### src/rtl/fm0_frame_rx_if.sv
// fm0_frame_rx_if: bundles the FM0 decoder bit stream, the command code
// and the byte/verdict outputs delivered to the protocol controller.
//   master : decoder + controller side (drives fm0_*, cmd_head; reads results)
//   slave  : fm0_frame_rx side
interface fm0_frame_rx_if;
    logic       fm0_en;
    logic       fm0_clk;
    logic       fm0_data;
    logic       fm0_done;
    logic [4:0] cmd_head;
    logic [7:0] rx_byte;
    logic       rx_byte_vld;
    logic [3:0] rx_byte_idx;
    logic [6:0] bit_cnt;
    logic       frame_vld;
    logic       crc_ok;
    logic       len_err;

    modport master (
        output fm0_en, fm0_clk, fm0_data, fm0_done, cmd_head,
        input  rx_byte, rx_byte_vld, rx_byte_idx, bit_cnt, frame_vld, crc_ok, len_err
    );

    modport slave (
        input  fm0_en, fm0_clk, fm0_data, fm0_done, cmd_head,
        output rx_byte, rx_byte_vld, rx_byte_idx, bit_cnt, frame_vld, crc_ok, len_err
    );
endinterface

### src/rtl/fm0_frame_rx.sv
// fm0_frame_rx: re-times FM0 decoder strobes into base_clk, assembles bits
// MSB-first into bytes, checks frame length against the command's expected
// length and checks the CRC-16 (poly 0x1021) residue.
// Ports:
//   base_clk : system clock, all state on rising edge
//   rst_n    : asynchronous active-low reset
//   bus      : fm0_frame_rx_if.slave (decoder inputs, cmd_head, byte and
//              verdict outputs; all outputs registered)
module fm0_frame_rx #(
    parameter logic [15:0] CRC_PRESET  = 16'hFFFF,
    parameter logic [15:0] CRC_RESIDUE = 16'h1D0F,
    parameter logic [6:0]  MAX_BITS    = 7'd127
) (
    input  logic          base_clk,
    input  logic          rst_n,
    fm0_frame_rx_if.slave bus
);

    typedef enum logic [1:0] {ST_IDLE, ST_RECV, ST_CHECK, ST_DONE} state_t;

    // One serial CRC-16 step, MSB-first
    function automatic logic [15:0] crc16_step(input logic [15:0] crc, input logic din);
        logic fb;
        fb = crc[15] ^ din;
        return {crc[14:0], 1'b0} ^ (fb ? 16'h1021 : 16'h0000);
    endfunction

    // Expected frame length in bits (CRC included); 0 means undefined
    function automatic logic [6:0] exp_len_of(input logic [4:0] cmd);
        case (cmd)
            5'd3:                          return 7'd16;
            5'd2:                          return 7'd64;
            5'd7, 5'd8, 5'd14, 5'd15:      return 7'd40;
            5'd17, 5'd18, 5'd19:           return 7'd80;
            5'd9, 5'd10:                   return 7'd96;
            default:                       return 7'd0;
        endcase
    endfunction

    logic [1:0]  clk_sync_r;
    logic [1:0]  data_sync_r;
    logic [1:0]  done_sync_r;
    logic        clk_dly_r;
    logic        done_dly_r;
    logic        bit_p_r;
    logic        done_p_r;

    state_t      state_r;
    logic [4:0]  cmd_r;
    logic [15:0] crc_r;
    logic [7:0]  shift_r;
    logic [6:0]  bit_cnt_r;
    logic [7:0]  rx_byte_r;
    logic        rx_byte_vld_r;
    logic [3:0]  rx_byte_idx_r;
    logic        frame_vld_r;
    logic        crc_ok_r;
    logic        len_err_r;

    logic [7:0]  shift_nxt_s;
    logic [15:0] crc_nxt_s;
    logic [6:0]  cnt_nxt_s;
    logic [6:0]  exp_len_s;
    logic        len_bad_s;
    logic        recv_end_s;

    // Two-flop synchronisers plus registered rising-edge detects
    always_ff @(posedge base_clk or negedge rst_n) begin
        if (!rst_n) begin
            clk_sync_r  <= 2'b00;
            data_sync_r <= 2'b00;
            done_sync_r <= 2'b00;
            clk_dly_r   <= 1'b0;
            done_dly_r  <= 1'b0;
            bit_p_r     <= 1'b0;
            done_p_r    <= 1'b0;
        end else begin
            clk_sync_r  <= {clk_sync_r[0], bus.fm0_clk};
            data_sync_r <= {data_sync_r[0], bus.fm0_data};
            done_sync_r <= {done_sync_r[0], bus.fm0_done};
            clk_dly_r   <= clk_sync_r[1];
            done_dly_r  <= done_sync_r[1];
            bit_p_r     <= clk_sync_r[1] & ~clk_dly_r;
            done_p_r    <= done_sync_r[1] & ~done_dly_r;
        end
    end

    // Next-bit values, length verdict and end-of-reception condition
    always_comb begin
        shift_nxt_s = {shift_r[6:0], data_sync_r[1]};
        crc_nxt_s   = crc16_step(crc_r, data_sync_r[1]);
        cnt_nxt_s   = bit_cnt_r + 7'd1;
        exp_len_s   = exp_len_of(cmd_r);
        len_bad_s   = ((exp_len_s != 7'd0) && (bit_cnt_r != exp_len_s)) ||
                      (bit_cnt_r[2:0] != 3'd0) ||
                      (bit_cnt_r < 7'd16) ||
                      ((bit_cnt_r == MAX_BITS) && (exp_len_s == 7'd0));
        // A bit arriving together with done_p is still accepted this cycle
        recv_end_s  = done_p_r ||
                      (bit_p_r && (((exp_len_s != 7'd0) && (cnt_nxt_s == exp_len_s)) ||
                                   (cnt_nxt_s == MAX_BITS)));
    end

    // Frame FSM with registered byte and verdict outputs
    always_ff @(posedge base_clk or negedge rst_n) begin
        if (!rst_n) begin
            state_r       <= ST_IDLE;
            cmd_r         <= 5'd0;
            crc_r         <= CRC_PRESET;
            shift_r       <= 8'd0;
            bit_cnt_r     <= 7'd0;
            rx_byte_r     <= 8'd0;
            rx_byte_vld_r <= 1'b0;
            rx_byte_idx_r <= 4'd0;
            frame_vld_r   <= 1'b0;
            crc_ok_r      <= 1'b0;
            len_err_r     <= 1'b0;
        end else begin
            rx_byte_vld_r <= 1'b0;
            frame_vld_r   <= 1'b0;
            case (state_r)
                ST_IDLE: begin
                    if (bus.fm0_en) begin
                        state_r   <= ST_RECV;
                        cmd_r     <= bus.cmd_head;
                        crc_r     <= CRC_PRESET;
                        shift_r   <= 8'd0;
                        bit_cnt_r <= 7'd0;
                        crc_ok_r  <= 1'b0;
                        len_err_r <= 1'b0;
                    end
                end
                ST_RECV: begin
                    if (!bus.fm0_en) begin
                        state_r <= ST_IDLE;
                    end else begin
                        if (bit_p_r) begin
                            shift_r   <= shift_nxt_s;
                            crc_r     <= crc_nxt_s;
                            bit_cnt_r <= cnt_nxt_s;
                            if (cnt_nxt_s[2:0] == 3'd0) begin
                                rx_byte_r     <= shift_nxt_s;
                                rx_byte_vld_r <= 1'b1;
                                rx_byte_idx_r <= cnt_nxt_s[6:3] - 4'd1;
                            end
                        end
                        if (recv_end_s) begin
                            state_r <= ST_CHECK;
                        end
                    end
                end
                ST_CHECK: begin
                    len_err_r   <= len_bad_s;
                    crc_ok_r    <= (crc_r == CRC_RESIDUE) && !len_bad_s;
                    frame_vld_r <= 1'b1;
                    state_r     <= ST_DONE;
                end
                ST_DONE: begin
                    // Late strobes are ignored; results are held
                    if (!bus.fm0_en) begin
                        state_r <= ST_IDLE;
                    end
                end
                default: begin
                    state_r <= ST_IDLE;
                end
            endcase
        end
    end

    assign bus.rx_byte     = rx_byte_r;
    assign bus.rx_byte_vld = rx_byte_vld_r;
    assign bus.rx_byte_idx = rx_byte_idx_r;
    assign bus.bit_cnt     = bit_cnt_r;
    assign bus.frame_vld   = frame_vld_r;
    assign bus.crc_ok      = crc_ok_r;
    assign bus.len_err     = len_err_r;

endmodule

### src/flat_wrapper.sv
// flat-port wrapper written by rule: the top's interface ports become plain ports
module fm0_frame_rx_flat 
#(
    parameter logic [15:0] CRC_PRESET  = 16'hFFFF,
    parameter logic [15:0] CRC_RESIDUE = 16'h1D0F,
    parameter logic [6:0]  MAX_BITS    = 7'd127
)
  (base_clk, rst_n, bus_fm0_en, bus_fm0_clk, bus_fm0_data, bus_fm0_done, bus_cmd_head, bus_rx_byte, bus_rx_byte_vld, bus_rx_byte_idx, bus_bit_cnt, bus_frame_vld, bus_crc_ok, bus_len_err);
  fm0_frame_rx_if bus_i ();
  input  logic base_clk;
  input  logic rst_n;
  input wire logic [$bits(bus_i.fm0_en)-1:0] bus_fm0_en;
  input wire logic [$bits(bus_i.fm0_clk)-1:0] bus_fm0_clk;
  input wire logic [$bits(bus_i.fm0_data)-1:0] bus_fm0_data;
  input wire logic [$bits(bus_i.fm0_done)-1:0] bus_fm0_done;
  input wire logic [$bits(bus_i.cmd_head)-1:0] bus_cmd_head;
  output wire logic [$bits(bus_i.rx_byte)-1:0] bus_rx_byte;
  output wire logic [$bits(bus_i.rx_byte_vld)-1:0] bus_rx_byte_vld;
  output wire logic [$bits(bus_i.rx_byte_idx)-1:0] bus_rx_byte_idx;
  output wire logic [$bits(bus_i.bit_cnt)-1:0] bus_bit_cnt;
  output wire logic [$bits(bus_i.frame_vld)-1:0] bus_frame_vld;
  output wire logic [$bits(bus_i.crc_ok)-1:0] bus_crc_ok;
  output wire logic [$bits(bus_i.len_err)-1:0] bus_len_err;
  assign bus_i.fm0_en = bus_fm0_en;
  assign bus_i.fm0_clk = bus_fm0_clk;
  assign bus_i.fm0_data = bus_fm0_data;
  assign bus_i.fm0_done = bus_fm0_done;
  assign bus_i.cmd_head = bus_cmd_head;
  assign bus_rx_byte = bus_i.rx_byte;
  assign bus_rx_byte_vld = bus_i.rx_byte_vld;
  assign bus_rx_byte_idx = bus_i.rx_byte_idx;
  assign bus_bit_cnt = bus_i.bit_cnt;
  assign bus_frame_vld = bus_i.frame_vld;
  assign bus_crc_ok = bus_i.crc_ok;
  assign bus_len_err = bus_i.len_err;
  fm0_frame_rx #(.CRC_PRESET(CRC_PRESET), .CRC_RESIDUE(CRC_RESIDUE), .MAX_BITS(MAX_BITS)) u_core (.base_clk(base_clk), .rst_n(rst_n), .bus(bus_i));
endmodule
### config.mk
export PLATFORM = sky130hd
export DESIGN_NAME = fm0_frame_rx_flat
export DESIGN_NICKNAME = d
export VERILOG_FILES = /design/src/rtl/fm0_frame_rx_if.sv /design/src/rtl/fm0_frame_rx.sv /design/src/flat_wrapper.sv
export SDC_FILE = /design/constraint.sdc
export NUM_CORES = 1
export LEC_CHECK = 0
export CAP_MARGIN = 0
export CORE_ASPECT_RATIO = 0.7
export CORE_MARGIN = 5
export CORE_UTILIZATION = 45
export DETAILED_ROUTE_END_ITERATION = 16
export GPL_TIMING_DRIVEN = 0
export PLACE_DENSITY = 0.67
export SLEW_MARGIN = 20
export SYNTH_ARGS = -nofsm -noshare
export SYNTH_HDL_FRONTEND = slang
export SYNTH_SLANG_ARGS = --single-unit
### constraint.sdc
create_clock -name base_clk -period 4.15 [get_ports base_clk]
set_clock_uncertainty 0.15 [all_clocks]
set_input_delay 1.0375 -clock base_clk [delete_from_list [all_inputs] [get_ports base_clk]]
set_output_delay 1.0375 -clock base_clk [all_outputs]
set_load 0.01 [all_outputs]
### Word-level counts from Yosys, hierarchy flattened

Memory sizes are Yosys's and may differ from the RTL's.
Index checks and enable logic that the tools add are counted.

* logic and storage cells: 90
* ROM bits: 128
* output and inout port bits: 23
* bits in registers: 63
* memories kept: 1

* add/subtract/negate cells: 2
* $lt $le $gt $ge: 1
* bitwise logic cells: 6
* eq/ne operators: 13
* multiplexer cells: 26
* reduce and logical (&&, ||, !) cells: 23

Memory list
* (name not given): words 32, width 4, rd ports 1, clocked after memory_dff 0, wr ports 0, line fm0_frame_rx.sv:30 `case (cmd)`

Operators by type and width (number)
* 16-bit two-way mux: 3
* 7-bit two-way mux: 6
* 16-bit case mux with 2 select lines: 1
* 7-bit case mux with 2 select lines: 2
* 16-bit by 13-bit equality test with 1-bit output, second input constant: 1
* 16-bit XOR: 1
* 7-bit equality test, second input constant: 2
* 13-bit two-way mux: 1
* 2-bit two-way mux: 4
* 2-bit case mux with 4 select lines: 1
* 4-bit AND reduction: 2
* 7-bit by 1-bit adder with 7-bit output, second input constant: 1
* 7-bit equality test: 1
* 7-bit zero test: 1
* 7-bit by 5-bit < comparator with 1-bit output, second input constant: 1
* 7-bit inequality test: 1
* 7-bit nonzero test: 1
* 1-bit two-way mux: 6
* 2-bit inequality test, second input constant: 3
* 1-bit logical AND: 5
* 1-bit logical OR: 5
* 2-bit equality test, second input constant: 2
* 1-bit case mux with 2 select lines: 2
* 2-bit AND reduction: 2
* other kinds (13): 16

### Logic depth before layout (Yosys ltp)

Gate-level depths: netlist of run 1.

* depth in word-level cells: 9
* mapped depth: 8
* gate-level depth less buffers: 8

### Worst setup path after synthesis of run 1

OpenSTA, ideal clock, no wires.

* path kind: input to register
* start point: in bus_fm0_en
* end point: reg u_core.crc_r[10]
* slack: 1926 ps
* data arrival time: 2014 ps
* data required time: 3939 ps
* stages on the path: 5
* setup time: 61 ps
* cell sequence: nor2b_1 > o21a_1 > clkbuf_1 > clkbuf_1 > o22a_1

* longest elaborated chain between the ends: 2
* elaborated cells on any way between the ends: 3
* classes of those cells: eq/ne: 2; reduce/logical: 1

RTL lines
* from (decl): line flat_wrapper.sv:12 `input wire logic [$bits(bus_i.fm0_en)-1:0] bus_fm0_en;`
* 2-bit inequality test (no line)
* 4-bit AND reduction (no line) *
* to (signal assigned): line fm0_frame_rx.sv:139 `crc_r <= crc_nxt_s;`
* to (decl): line fm0_frame_rx.sv:50 `logic [15:0] crc_r;`

Every way passes the cells marked *; elsewhere a longest branch is shown, timed or not.
A chain may end at the register's enable or synchronous reset.

### Worst setup path after layout of run 1

* start point: in bus_fm0_en
* end point: reg u_core.crc_r[5]

The elaborated chain is that of the path after synthesis.

==> results of run 1 <==
cell families after synthesis:
logic type               count (synthesis)  synth area share
adder cells (fa/ha/maj)                  9           0.03974
buffers and inverters                   19           0.02649
flip-flops                              63            0.5634
XOR/XNOR                                15           0.04636
AO/OA/AOI/OAI                           57            0.1444
AND/OR/NAND/NOR                         84            0.1488
multiplexers                             8           0.03090
worst register-to-register path, stage by stage (launching register included):
cell	delay (ns)
dfrtp_1	0.47
inv_1	0.09
ha_1	0.27
mux2_1	0.30
a21o_1	0.21
xnor2_1	0.16
nand3_1	0.08
o31ai_1	0.47
o21ai_0	0.17
metal layers:
layer,global-route usage,part of all wire,wire (um)
met1,0.2165,0.50,2762
met2,0.2035,0.43,2359
met3,0.05588,0.060,328
met4,0.04215,0.0075,41
met5,0,0,0
layout by cell type (no fill, tap or decap), types with 2 or more instances in the layout:
| master | count |
|---|---|
| dfrtp_1 | 47 |
| nand2_1 | 43 |
| clkdlybuf4s50_1 | 32 |
| o21ai_0 | 17 |
| dfstp_2 | 16 |
| o22a_1 | 14 |
| nor2_1 | 10 |
| ha_1 | 9 |
| clkbuf_8 | 9 |
| inv_1 | 8 |
| nand3_1 | 8 |
| xnor2_1 | 8 |
| clkbuf_1 | 8 |
| a22o_1 | 8 |
| xor2_1 | 7 |
| a21oi_1 | 6 |
| nor2b_1 | 5 |
| mux2_2 | 5 |
| buf_2 | 3 |
| nand2b_1 | 2 |
| o21a_1 | 2 |
| nor3_1 | 2 |
| mux2i_1 | 2 |
| nor4bb_1 | 2 |
| clkinvlp_4 | 2 |
| clkinv_2 | 2 |
| bufinv_16 | 2 |
worst min-delay path by stage:
stage / startpoint / endpoint / cells after the start
2_1_floorplan: u_core.clk_sync_r[0] / u_core.clk_sync_r[1] / 0
3_3_place_gp: u_core.done_sync_r[0] / u_core.done_sync_r[1] / 0
3_5_place_dp: u_core.done_sync_r[0] / u_core.done_sync_r[1] / 0
4_1_cts: u_core.done_sync_r[0] / u_core.done_sync_r[1] / 0
5_1_grt: u_core.done_sync_r[0] / u_core.done_sync_r[1] / 0
6_report: u_core.done_sync_r[0] / u_core.done_sync_r[1] / 0
Yosys cell counts, types with 7 or more instances:
master,instances
nand2_1,43
o22a_1,14
inv_1,8
o21ai_0,17
a22o_1,8
xor2_1,7
nand3_1,8
clkbuf_1,7
xnor2_1,8
dfstp_2,16
ha_1,9
nor2_1,10
dfrtp_1,47
cell type report:
class / count / area [sq um] / area share
inverter: 9 / 33.78 / 0.009674
sequential: 63 / 1597 / 0.4572
clock inverter: 6 / 85.08 / 0.02436
clock buffer: 10 / 127.6 / 0.03655
buffer: 10 / 41.29 / 0.01182
timing repair buffer: 34 / 347.8 / 0.09961
multi-input combinational: 173 / 1162 / 0.3329
tap: 78 / 97.59 / 0.02795
metrics by stage:
stage | util | hold slack, ns | TNS, ns | power, uW | std cells
3_5_place_dp | 0.5301 | 0.1847 | 0 | 821.7 | 367
6_report | 0.5645 | 0.1995 | 0 | 1381 | 383
5_1_grt | 0.5645 | 0.2110 | 0 | 1448 | 383
4_1_cts | 0.5645 | 0.2010 | 0 | 1401 | 383
3_3_place_gp | 0.5273 | 0.1818 | -4.376 | 816.3 | 366
2_1_floorplan | - | 0.1812 | 0 | 765.8 | 255
sequential cells by signal, summed over array words and instances, names as in the netlist, 2 cells and up, named ones only:
signal                  count
u_core.crc_r               16
u_core.shift_r              7
u_core.cmd_r                5
u_core.data_sync_r          2
u_core.done_sync_r          2
u_core.bus.rx_byte          8
u_core.bus.rx_byte_idx      4
u_core.clk_sync_r           2
u_core.bus.bit_cnt          7
where the power goes:
group | internal [uW] | switching, uW
Combinational | 69.0 | 82.9
Clock | 336 | 235
Sequential | 637 | 20.7
Total | 1040 | 339
==> qor.txt, run 1 <==
detailed placement HPWL -> 3.933 mm
post-synth net total -> 275
root buffer cell -> clkbuf_8
vias in the first global route -> 1898
initial antenna violation count -> 0
top cell type by total area after synthesis -> dfrtp_1
Worst Max-Slew Pin Slew -> 0.5882 ns
Max Slew Vio Count -> 0
PD cells -> 395.5 nW/um^2
crit-path leading delay family -> buffers and inverters
CTS sink count -> 63
Pleak -> 0.001483 uW
status -> finished clean
Rows -> 24
crit path from -> bus_fm0_en
CTS Buffer Depth -> 2
Vias -> 1972
DP Area -> 3279 sq um
Max-slew headroom -> 0.6066
DIE HEIGHT -> 76.40 um
distinct cell type count after synthesis -> 46
# IOs -> 34
post-route clock period utilization -> 0.6562
EDFF count, synth -> 0
Reg2Reg Depth -> 8
r2r setup slk -> 1.64 ns
post_cts resized -> 0
Reg clk slew, reported paths -> 0.07 ns
antenna viol nets, final -> 0
sequential share of the synthesized area -> 0.5634
Placer Congestion -> 0.7914
CTS buffer count -> 9
fin nets -> 320
fraction of registers with async set/reset -> 1.000
Yosys reg bits -> 63
Fillers -> 561
first-pass GRT wire length -> 9.535 mm
CTS tree -> yes
initial core utilization -> 0.4581
worst slack at placement -> 1.045 ns
H-Tree Depth -> 3
die extent in x -> 104.9 um
Setup crit end kind -> flip-flop
# DRC -> 0
Yosys top cell area share -> 0.4150
vias per std cell -> 5.149
cell chain of the critical path -> clkdlybuf4s50_1 -> nor2b_1 -> o21a_1 -> clkbuf_1 -> clkbuf_1 -> nor2_1 -> a21oi_1
top cells by area, synth -> dfrtp_1, dfstp_2, nand2_1
number of antenna diodes -> 0
WP depth -> 7
final instance area -> 3492 sq um
FMAX -> 367.2 MHz
Final setup viols -> 0
min-delay worst type -> flip-flop to flip-flop
Mapped Area -> 2834 sq um
Max-Cap Viols -> 0
area of the die -> 8010 sq um
Top FF cell, synth -> dfrtp_1
Post-CTS Setup Bufs -> 0
DRT iter0 DRCs -> 65
worst r2r src -> u_core.cmd_r[1]
global route overflow -> 0
DRT Pass-1 Iters -> 4
Yosys warning total -> 0
worst-path fanout max -> 10
Worst Path Arrival -> 2.84 ns
clk_lat worst skew -> 0.34 ns
largest net degree at the start of global routing -> 40
area grow syn2layout -> 23.22%
Post-Syn Instances -> 255
fraction of layout cells with a size suffix above 1 -> 0.1508
Port Buffers -> 33
average wire per standard cell -> 14.34 um
Routed WL -> 5.492 mm
GR Util All Layers -> 0.1479
Core ar. -> 6186 sq um
Data required, critical path -> 4.27 ns
Crit path top cell by count -> clkbuf_1
RSZ-0062 raised after global routing -> no
maximum vdd drop -> 0.0001814 V
post-layout min period -> 2.723 ns
Mapped Avg Cell Area -> 11.11 sq um
CTS Hold Bufs -> 0
highest cell delay on the worst timing path -> 0.55 ns
worst reg2reg path endpoint -> u_core.bus.len_err
Setup CP Type -> input pin to flip-flop
Final WS setup -> 1.427 ns
nature of the critical path startpoint -> input pin
Slowest-stage cell, CP -> clkdlybuf4s50_1
hold violation count in the final report -> 0
worst path buffer plus inverter count -> 3
worst setup path endpoint -> u_core.crc_r[5]
Note: power is estimated with default switching activity, not from simulation.
==> run 2, diff against run 1 <==
clock period = 2.72 ns   (was 4.15 ns; I/O delays follow)
==> run 2 against run 1 <==
Final cell count stayed put. Non-clock buffer count stayed put. Die area stayed put. Combinational power is 53% higher. Sequential share of layout area is 0.065 points lower. Power is 53% higher. Critical endpoint is now u_core.bus.len_err. Core utilization is 0.081 points higher. Largest power group unchanged.
==> qor.txt, run 2 (synthesis results as in run 1) <==
status -> finished clean (unchanged)
average wire per standard cell -> 14.41 um (was 14.34 um)
total power -> 2109 uW (was 1381 uW)
post-layout min period -> 2.429 ns
root buffer cell -> clkbuf_8 (unchanged)
post-route clock period utilization -> 0.8930
largest net degree at the start of global routing -> 40 (unchanged)
area of the die -> 8010 sq um (unchanged)
antenna viol nets, final -> 0 (unchanged)
commonest non-fill, non-tap cell in the layout -> dfrtp_1 (unchanged)
post_cts resized -> 0 (unchanged)
area grow syn2layout -> 23.40% (was 23.22%)
max FFs per register -> 16 (unchanged)
Rows -> 24 (unchanged)
Data required, critical path -> 2.77 ns (was 4.27 ns)
Max-Cap Viols -> 0 (unchanged)
GR peak layer -> met1 (unchanged)
Vias -> 1982 (was 1972)
DIE HEIGHT -> 76.40 um (unchanged)
Setup CP Type -> flip-flop to flip-flop (was input pin to flip-flop)
DRT iter0 DRCs -> 54 (was 65)
GR Util All Layers -> 0.1479 (unchanged)
global route overflow -> 0 (unchanged)
FMAX -> 411.7 MHz
Routed WL -> 5.518 mm (was 5.492 mm)
DRT Pass-1 Iters -> 4 (unchanged)
vias in the first global route -> 1898 (unchanged)
Fillers -> 563 (was 561)
Max-slew headroom -> 0.6057 (was 0.6066)
vias per std cell -> 5.175 (was 5.149)
clk_lat worst skew -> 0.34 ns (about the same)
Core ar. -> 6186 sq um (unchanged)
min-delay worst type -> input pin to async pin (was flip-flop to flip-flop)
Placer Congestion -> 0.7914 (unchanged)
first-pass GRT wire length -> 9.535 mm (unchanged)
GR Layer Usage met3 -> 0.05588 (unchanged)
met2 Track Usage GR -> 0.2035 (unchanged)
most frequent cells in the layout -> dfrtp_1, nand2_1, clkdlybuf4s50_1 (unchanged)
initial core utilization -> 0.4581 (unchanged)
fraction of layout cells with a size suffix above 1 -> 0.1541 (was 0.1508)
detailed placement HPWL -> 3.933 mm (unchanged)
hold violation count in the final report -> 0 (unchanged)
# DRC -> 0 (unchanged)
placed cell count -> 367 (unchanged)
Port Buffers -> 33 (unchanged)
number of antenna diodes -> 0 (unchanged)
Reg clk slew, reported paths -> 0.07 ns (about the same)
die extent in x -> 104.9 um (unchanged)
CTS tree -> yes (unchanged)
Final setup viols -> 0 (unchanged)
Pleak -> 0.001485 uW (was 0.001483 uW)
RSZ-0062 raised after global routing -> no (unchanged)
Worst Path Arrival -> 2.48 ns (was 2.84 ns)
CTS Buffer Depth -> 2 (unchanged)
CTS buffer count -> 9 (unchanged)
# IOs -> 34 (unchanged)
worst hold slack -> 0.08599 ns (was 0.1995 ns)
nature of the critical path startpoint -> flip-flop (was input pin)
GR met1 Demand/Resource -> 0.2165 (unchanged)
CTS sink count -> 63 (unchanged)
Final Instance Count excl. Fillers -> 383 (unchanged)
H-Tree Depth -> 3 (unchanged)
CTS Hold Bufs -> 0 (unchanged)
Max Slew Vio Count -> 0 (unchanged)
Setup crit end kind -> flip-flop (unchanged)
Post-CTS Setup Bufs -> 0 (unchanged)
initial antenna violation count -> 0 (unchanged)
Largest Register -> u_core.crc_r (unchanged)
Worst Max-Slew Pin Slew -> 0.5894 ns (was 0.5882 ns)
maximum vdd drop -> 0.0002767 V (was 0.0001814 V)
worst-path fanout max -> 7 (was 10)
fin nets -> 320 (unchanged)
PD cells -> 602.9 nW/um^2 (was 395.5 nW/um^2)
-- run 2: final timing paths --
path	start	to	slack, ns	cells after the start
worst min register to register	u_core.done_sync_r[0]	u_core.done_sync_r[1]	0.20	0
worst min-delay path	rst_n	u_core.bus.rx_byte_idx[3]	0.09	1
max in group asynchronous	rst_n	u_core.crc_r[0]	1.77	2
min in group base_clk	u_core.done_sync_r[0]	u_core.done_sync_r[1]	0.20	0
worst max register to register	u_core.cmd_r[1]	u_core.bus.len_err	0.29	8
worst max-delay path	u_core.cmd_r[1]	u_core.bus.len_err	0.29	8
-- run 2: per-stage QoR --
step                       TNS, ns  cell area, sq um    util  setup WS, ns
after floorplan                  0              2834       -        0.5875
after global placement      -62.49              3262  0.5273        -1.169
after detailed placement  -0.04293              3279  0.5301      -0.02798
after CTS                        0              3492  0.5645        0.2221
after global routing             0              3497  0.5653       0.04379
final                            0              3497  0.5653        0.2911
-- run 2: area by class of cell --
type | count | area, sq um | share of cell area
well taps | 78 | 97.59 | 0.02791
flip-flops and latches | 63 | 1597 | 0.4565
clock inverters | 6 | 85.08 | 0.02433
repair buffers | 34 | 347.8 | 0.09946
multi-input cells | 173 | 1167 | 0.3338
clock buffers | 10 | 127.6 | 0.03649
inverters | 9 | 33.78 | 0.009660
plain buffers | 10 | 41.29 | 0.01181
-- run 2: critical path, cell delays in order (launching register included) --
cell and delay, ns:
dfrtp_1 0.47, inv_1 0.09, ha_1 0.27, mux2_1 0.30, a21o_1 0.21, xnor2_1 0.16, nand3_1 0.11, o31ai_2 0.40
o21ai_0 0.15
-- run 2: report_power, final --
part | internal, uW | switching, uW | total (uW)
sequential | 973 | 31.3 | 1000
clock | 512 | 359 | 871
combinational | 105 | 128 | 233
total | 1590 | 518 | 2110
-- run 2: metal layers --
layer / vias to the layer above / wire length (um)
met5: - / 0
met4: 0 / 34
met3: 6 / 355
met2: 48 / 2389
met1: 945 / 2738
li1: 983 / -
